[src/rtl/mem_bus_arbiter_pkg.sv]
// Shared encodings and default address map for the memory-stage bus arbiter.
package mem_bus_arbiter_pkg;

    typedef enum logic [1:0] {
        SzByte = 2'b00,
        SzHalf = 2'b01,
        SzWord = 2'b10,
        SzIll  = 2'b11
    } size_e;

    typedef enum logic [1:0] {
        SelDm = 2'd0,
        SelT1 = 2'd1,
        SelT2 = 2'd2
    } sel_e;

    typedef enum logic [1:0] {
        StIdle,
        StIssue,
        StResp,
        StFault
    } state_e;

    localparam logic [31:0] DefDmEnd     = 32'h0000_2FFF;
    localparam logic [31:0] DefT1Base    = 32'h0000_7F00;
    localparam logic [31:0] DefT2Base    = 32'h0000_7F10;
    localparam int unsigned DefTimeout   = 16;

    localparam logic [31:0] TimerWinLast = 32'd11;
    // Timer count register is read-only.
    localparam logic [31:0] TimerCntOff  = 32'd8;

endpackage

[src/rtl/mem_addr_check.sv]
// Combinational address decode: slave select, byte enables, lane-replicated store data
// and fault flag for one memory access.
module mem_addr_check
    import mem_bus_arbiter_pkg::*;
#(
    parameter logic [31:0] DM_END  = DefDmEnd,
    parameter logic [31:0] T1_BASE = DefT1Base,
    parameter logic [31:0] T2_BASE = DefT2Base
) (
    input  logic        we_i,
    input  logic [1:0]  size_i,
    input  logic [31:0] addr_i,
    input  logic [31:0] wdata_i,
    output logic [1:0]  sel_o,
    output logic [3:0]  be_o,
    output logic [31:0] wdata_o,
    output logic [31:0] word_addr_o,
    output logic        fault_o
);

    logic [31:0] t1_off;
    logic [31:0] t2_off;
    logic        in_dm;
    logic        in_t1;
    logic        in_t2;
    logic        is_word;
    logic        misaligned;
    logic        ro_store;

    always_comb begin
        t1_off     = addr_i - T1_BASE;
        t2_off     = addr_i - T2_BASE;
        in_dm      = addr_i <= DM_END;
        in_t1      = (addr_i >= T1_BASE) && (t1_off <= TimerWinLast);
        in_t2      = (addr_i >= T2_BASE) && (t2_off <= TimerWinLast);
        is_word    = (size_i == SzWord) || (size_i == SzIll);
        misaligned = 1'b0;
        unique case (size_i)
            SzByte:  misaligned = 1'b0;
            SzHalf:  misaligned = addr_i[0];
            default: misaligned = |addr_i[1:0];
        endcase
        ro_store = we_i && ((in_t1 && t1_off == TimerCntOff) || (in_t2 && t2_off == TimerCntOff));
        fault_o  = misaligned || !(in_dm || in_t1 || in_t2)
                   || ((in_t1 || in_t2) && !is_word) || ro_store;

        if (in_t1) begin
            sel_o = SelT1;
        end else if (in_t2) begin
            sel_o = SelT2;
        end else begin
            sel_o = SelDm;
        end

        be_o    = 4'b1111;
        wdata_o = wdata_i;
        if (we_i && !is_word) begin
            if (size_i == SzByte) begin
                be_o    = 4'b0001 << addr_i[1:0];
                wdata_o = {4{wdata_i[7:0]}};
            end else begin
                be_o    = addr_i[1] ? 4'b1100 : 4'b0011;
                wdata_o = {2{wdata_i[15:0]}};
            end
        end

        word_addr_o = {addr_i[31:2], 2'b00};
    end

endmodule

[src/rtl/mem_bus_arbiter.sv]
// Two-requester memory bus controller: round-robin grant, address check, single outstanding
// slave transaction with timeout, done/exception pulse back to the winner.
module mem_bus_arbiter
    import mem_bus_arbiter_pkg::*;
#(
    parameter logic [31:0] DM_END  = DefDmEnd,
    parameter logic [31:0] T1_BASE = DefT1Base,
    parameter logic [31:0] T2_BASE = DefT2Base,
    parameter int unsigned TIMEOUT = DefTimeout
) (
    input  logic        clk,
    input  logic        reset,
    input  logic        c_req,
    input  logic        c_we,
    input  logic [1:0]  c_size,
    input  logic [31:0] c_addr,
    input  logic [31:0] c_wdata,
    output logic [31:0] c_rdata,
    output logic        c_done,
    output logic        c_exc,
    output logic        c_stall,
    input  logic        d_req,
    input  logic        d_we,
    input  logic [1:0]  d_size,
    input  logic [31:0] d_addr,
    input  logic [31:0] d_wdata,
    output logic [31:0] d_rdata,
    output logic        d_done,
    output logic        d_exc,
    output logic [1:0]  s_sel,
    output logic        s_req,
    output logic        s_we,
    output logic [31:0] s_addr,
    output logic [3:0]  s_be,
    output logic [31:0] s_wdata,
    input  logic [31:0] s_rdata,
    input  logic        s_ready
);

    localparam int unsigned CntW = (TIMEOUT > 1) ? $clog2(TIMEOUT) : 1;
    localparam logic [CntW-1:0] CntLast = CntW'(TIMEOUT - 1);

    state_e          state_q, state_d;
    logic            last_is_d_q, last_is_d_d;
    logic            win_is_d_q, win_is_d_d;
    logic            we_q, we_d;
    logic [1:0]      sel_q, sel_d;
    logic [3:0]      be_q, be_d;
    logic [31:0]     wdata_q, wdata_d;
    logic [31:0]     addr_q, addr_d;
    logic [31:0]     rdata_q, rdata_d;
    logic [CntW-1:0] cnt_q, cnt_d;

    logic        d_wins;
    logic        m_we;
    logic [1:0]  m_size;
    logic [31:0] m_addr;
    logic [31:0] m_wdata;
    logic [1:0]  chk_sel;
    logic [3:0]  chk_be;
    logic [31:0] chk_wdata;
    logic [31:0] chk_addr;
    logic        chk_fault;

    // On a tie the requester that did not win last time goes next.
    assign d_wins  = d_req && (!c_req || !last_is_d_q);
    assign m_we    = d_wins ? d_we    : c_we;
    assign m_size  = d_wins ? d_size  : c_size;
    assign m_addr  = d_wins ? d_addr  : c_addr;
    assign m_wdata = d_wins ? d_wdata : c_wdata;

    mem_addr_check #(
        .DM_END  (DM_END),
        .T1_BASE (T1_BASE),
        .T2_BASE (T2_BASE)
    ) u_addr_check (
        .we_i        (m_we),
        .size_i      (m_size),
        .addr_i      (m_addr),
        .wdata_i     (m_wdata),
        .sel_o       (chk_sel),
        .be_o        (chk_be),
        .wdata_o     (chk_wdata),
        .word_addr_o (chk_addr),
        .fault_o     (chk_fault)
    );

    always_comb begin
        state_d     = state_q;
        last_is_d_d = last_is_d_q;
        win_is_d_d  = win_is_d_q;
        we_d        = we_q;
        sel_d       = sel_q;
        be_d        = be_q;
        wdata_d     = wdata_q;
        addr_d      = addr_q;
        rdata_d     = rdata_q;
        cnt_d       = cnt_q;
        unique case (state_q)
            StIdle: begin
                if (c_req || d_req) begin
                    win_is_d_d  = d_wins;
                    last_is_d_d = d_wins;
                    we_d        = m_we;
                    sel_d       = chk_sel;
                    be_d        = chk_be;
                    wdata_d     = chk_wdata;
                    addr_d      = chk_addr;
                    cnt_d       = '0;
                    state_d     = chk_fault ? StFault : StIssue;
                end
            end
            StIssue: begin
                if (s_ready) begin
                    rdata_d = s_rdata;
                    state_d = StResp;
                end else if (cnt_q == CntLast) begin
                    state_d = StFault;
                end else begin
                    cnt_d = cnt_q + CntW'(1);
                end
            end
            StResp:  state_d = StIdle;
            StFault: state_d = StIdle;
            default: state_d = StIdle;
        endcase
    end

    always_ff @(posedge clk or negedge reset) begin
        if (!reset) begin
            state_q     <= StIdle;
            last_is_d_q <= 1'b1;
            win_is_d_q  <= 1'b0;
            we_q        <= 1'b0;
            sel_q       <= 2'd0;
            be_q        <= 4'd0;
            wdata_q     <= 32'd0;
            addr_q      <= 32'd0;
            rdata_q     <= 32'd0;
            cnt_q       <= '0;
        end else begin
            state_q     <= state_d;
            last_is_d_q <= last_is_d_d;
            win_is_d_q  <= win_is_d_d;
            we_q        <= we_d;
            sel_q       <= sel_d;
            be_q        <= be_d;
            wdata_q     <= wdata_d;
            addr_q      <= addr_d;
            rdata_q     <= rdata_d;
            cnt_q       <= cnt_d;
        end
    end

    logic st_issue;
    logic st_resp;
    logic st_fault;

    always_comb begin
        st_issue = state_q == StIssue;
        st_resp  = state_q == StResp;
        st_fault = state_q == StFault;

        s_req   = st_issue;
        s_we    = st_issue && we_q;
        s_be    = st_issue ? be_q : 4'd0;
        s_sel   = sel_q;
        s_addr  = addr_q;
        s_wdata = wdata_q;

        c_done  = (st_resp || st_fault) && !win_is_d_q;
        c_exc   = st_fault && !win_is_d_q;
        c_rdata = (st_resp && !win_is_d_q) ? rdata_q : 32'd0;
        d_done  = (st_resp || st_fault) && win_is_d_q;
        d_exc   = st_fault && win_is_d_q;
        d_rdata = (st_resp && win_is_d_q) ? rdata_q : 32'd0;
        c_stall = c_req && !c_done;
    end

endmodule

[config.mk]
export PLATFORM = sky130hd
export DESIGN_NAME = mem_bus_arbiter
export DESIGN_NICKNAME = d
export VERILOG_FILES = /design/src/rtl/mem_bus_arbiter_pkg.sv /design/src/rtl/mem_addr_check.sv /design/src/rtl/mem_bus_arbiter.sv
export SDC_FILE = /design/constraint.sdc
export NUM_CORES = 1
export LEC_CHECK = 0
export ABC_AREA = 1
export ABC_CLOCK_PERIOD_IN_PS = 5000
export CAP_MARGIN = 40
export CORE_MARGIN = 2
export CORE_UTILIZATION = 47
export DETAILED_ROUTE_END_ITERATION = 8
export PLACE_DENSITY = 0.88
export REMOVE_ABC_BUFFERS = 1
export SYNTH_ARGS = -nofsm -noshare
export SYNTH_HDL_FRONTEND = slang
export SYNTH_SLANG_ARGS = --single-unit
[constraint.sdc]
create_clock -name clk -period 5 [get_ports clk]
set_input_delay 0.5 -clock clk [delete_from_list [all_inputs] [get_ports clk]]
set_output_delay 0.5 -clock clk [all_outputs]
set_load 0.005 [all_outputs]
==> summary.md <==
| Metric | Value |
|---|---|
| Status | complete, no violations |
| Placed cell count | 1540 |
| Die ar. | between 0.015 and 0.02 mm² |
| Period minus WS final | 3.45 ns |
| Area leader, netlist | dfrtp_1 |
| Post-route setup slack | between 1.5 and 2 ns |
| H-Tree Depth | 3 |
| First-pass GRT wire length | 40900 µm |
| Total Power Consumption | 5090 µW |
| Root Driver | clkbuf_16 |
| Top-count cell post-synth | nand2_1 |
| Hold Path Class | reg -> reg |
| I/O pin count | 312 |
| Hold depth | 2 |
| Async SR Flop Fraction | 100% |
| Worst vdd ir | 0.248 mV |
| TritonRoute pass-1 iters | 6 |
| Number of DRC markers after the initial detailed-route iteration | 651 |
| Setup TNS | 0 ns |
| Largest cells by area after synthesis | dfrtp_1 (38%), nand2_1 (17%), nor2_1 (9.0%) |
| Part of the Yosys area used for sequential elements | 38.2% |
| Final period utilization | ~70% |
| Worst slew pin tran | 0.767 ns |
| Setup slack at placement | 1.24 ns |
| Synth cell types | 42 |
| Critical Path Fanout Max | 54 |
| Final core utilization | 71.2% |
| Fraction of layout cells with a size suffix above 1 | 5.63% |
| Post-synth top cells | nand2_1 (333), nor2_1 (172), dfrtp_1 (108) |
| Clk_skew | 0.0112 ns |
| Vias in the first global route | 7838 |
| Core Box Area | 0.0150 mm² |
| Leakage power total | 0.00517 µW |
| Critical path arrival | about 3.7 ns |
| FP Rows | 45 |
| PortBufs | slightly above 300 |
| Initial Util | 47.6% |
| DRC viols | 0 |
| Kind of end point of the critical path | flop |
| Total CTS buffers | 9 |
| Chip Height | 127 µm |
| Layout net count | between 1500 and 2000 |
| Crit Path Class | in -> reg |
| Initial antenna violation count | 1 |
| DIE WIDTH | 127 µm |
| Post-route ant nets | 0 |
| Routed WL | 26300 µm |
| Warnings from Yosys | 0 |
| Max Slew Vio Count | 0 |
| Final setup viols | 0 |
| Reg2reg path depth | 17 |
| GRT Overall Usage | 32.0% |
| Final Hold Fails | 0 |
| Vias | 8245 |
| Synth Register Bits | 109 |
| Vias per cell | around 5.3 |
| Clock slew at reported path FFs | 0.07 ns |
| Post-Layout Cell Count | ~1600 |
| P per Cell Area | roughly 480 mW/mm² |
| Mapped Area | a little over 0.007 mm² |
| Routed length per instance | 16.9 µm |
| GPL Wtd Cong | ~0.94 |
| Achievable frequency | roughly 290 MHz |
| CTS tree | yes |
| Largest net degree at the start of global routing | 66 |
| Startpoint class of the critical path | input pin |
| Post-synth top area share | approximately 38% |
| CTS resizes | 0 |
| Most used DFF post-synth | dfrtp_1 |
| Req. time, crit path | 5.24 ns |
| Syn Inst Count | 1083 |
| EDFF count, synth | 0 |
| Grt ovf | 0 |
| RSZ-0062 raised after global routing | no |
| Worst slew margin | around 50% |
| Clock Sinks | ~110 |
| Layout area overhead | 49.6% |
| Max Cap Violations | 0 |
| Latest clock arrival within the worst-skew pair | 0.36 ns |
| Syn_area_per_cell | 6.60 µm² |
| CTS Buffer Depth | 2 |
| Dpl hpwl | 20500 µm |
-- final timing paths --
kind	start	slack, ns	to
setup / recovery	c_req	1.55	state_q[1]$_DFFE_PN0P_
hold / removal	last_is_d_q$_DFFE_PN1P_	0.48	last_is_d_q$_DFFE_PN1P_
setup reg to reg	last_is_d_q$_DFFE_PN1P_	1.68	state_q[1]$_DFFE_PN0P_
hold reg to reg	last_is_d_q$_DFFE_PN1P_	0.48	last_is_d_q$_DFFE_PN1P_
max in group asynchronous	reset	3.39	rdata_q[25]$_DFFE_PN0P_
min in group asynchronous	reset	0.50	s_wdata[4]$_DFFE_PN0P_
-- worst max-delay path, cell delays in order --
cell	delay (ns)
clkdlybuf4s50_1	0.50
nand2_2	0.22
nand2_4	0.53
nand2_1	0.15
nand2_2	0.17
nand2_1	0.09
nor2_1	0.20
nand3_2	0.25
nand2_1	0.23
nand2_1	0.10
a21oi_1	0.12
nand3_1	0.11
nor2_1	0.11
nand2_1	0.10
nand3_1	0.09
nand3_1	0.08
nor2_1	0.09
nor2_1	0.05
-- metal layers --
| metal | vias up | GRT usage [%] | part of all wire [%] |
|---|---|---|---|
| met2 | 367 | 57.0 | 51 |
| met3 | 71 | 4.15 | 6.1 |
| met1 | 3838 | 38.4 | 39 |
| met4 | 0 | 15.2 | 4.5 |
| met5 | - | 0 | 0 |
| li1 | 3969 | - | - |
-- layout by cell type, fill, tap and decap left out, types with 8 or more instances in the layout --
cell and instances:
buf_4 8, nor2_2 10, mux2i_1 13, or2_2 12, inv_1 106, nand3_1 62
dfrtp_1 108, clkdlybuf4s50_1 308, o21ai_0 65, clkbuf_16 9, nand2_1 332, a21oi_1 68
nand3b_1 16, nor2_1 172, nand2_2 12
-- what timing repair did --
item                                   4_1_cts  5_1_grt
buffers inserted                             0        0
endpoints found under the hold margin        6        0
hold buffers                                 1        0
-- logic make-up after synthesis --
| kind of cell | share of synthesized area [%] |
|---|---|
| adder cells (fa/ha/maj) | 0.175 |
| multiplexers | 1.82 |
| buffers and inverters | 9.85 |
| flip-flops | 38.2 |
| other | 0.0525 |
| XOR/XNOR | 0.368 |
| AO/OA/AOI/OAI | 11.6 |
| AND/OR/NAND/NOR | 38.0 |
-- layout make-up --
| type | instances | area (µm²) |
|---|---|---|
| tap | 188 | 235 |
| sequential | 109 | 2730 |
| fill | 1258 | 4340 |
| antenna | 1 | 2.50 |
| clock inverter | 5 | 82.6 |
| inverter | 110 | 413 |
| multi-input combinational | 812 | 3730 |
| clock buffer | 10 | 229 |
| timing repair buffer | 322 | 3280 |
-- where the power goes --
part	internal [µW]	switching, µW
registers	1300	202
clock network	441	351
logic	1380	1420
total	3120	1970
-- sequential cells by signal (all words and copies together), names as in the netlist --
signal	count
cnt_q	4
win_is_d_q	1
we_q	1
s_wdata	32
state_q	2
last_is_d_q	1
s_addr	30
s_sel	2
rdata_q	32
be_q	4
-- through the flow --
| stage | area (µm²) | hold WS, ns |
|---|---|---|
| after global placement | 10300 | 0.465 |
| after CTS | 10700 | 0.489 |
| final | 10700 | 0.483 |
| after detailed placement | 10400 | 0.335 |
| after floorplan | 6860 | 0.204 |
| after global routing | 10700 | 0.512 |
Power figures use the tool's default switching activity.
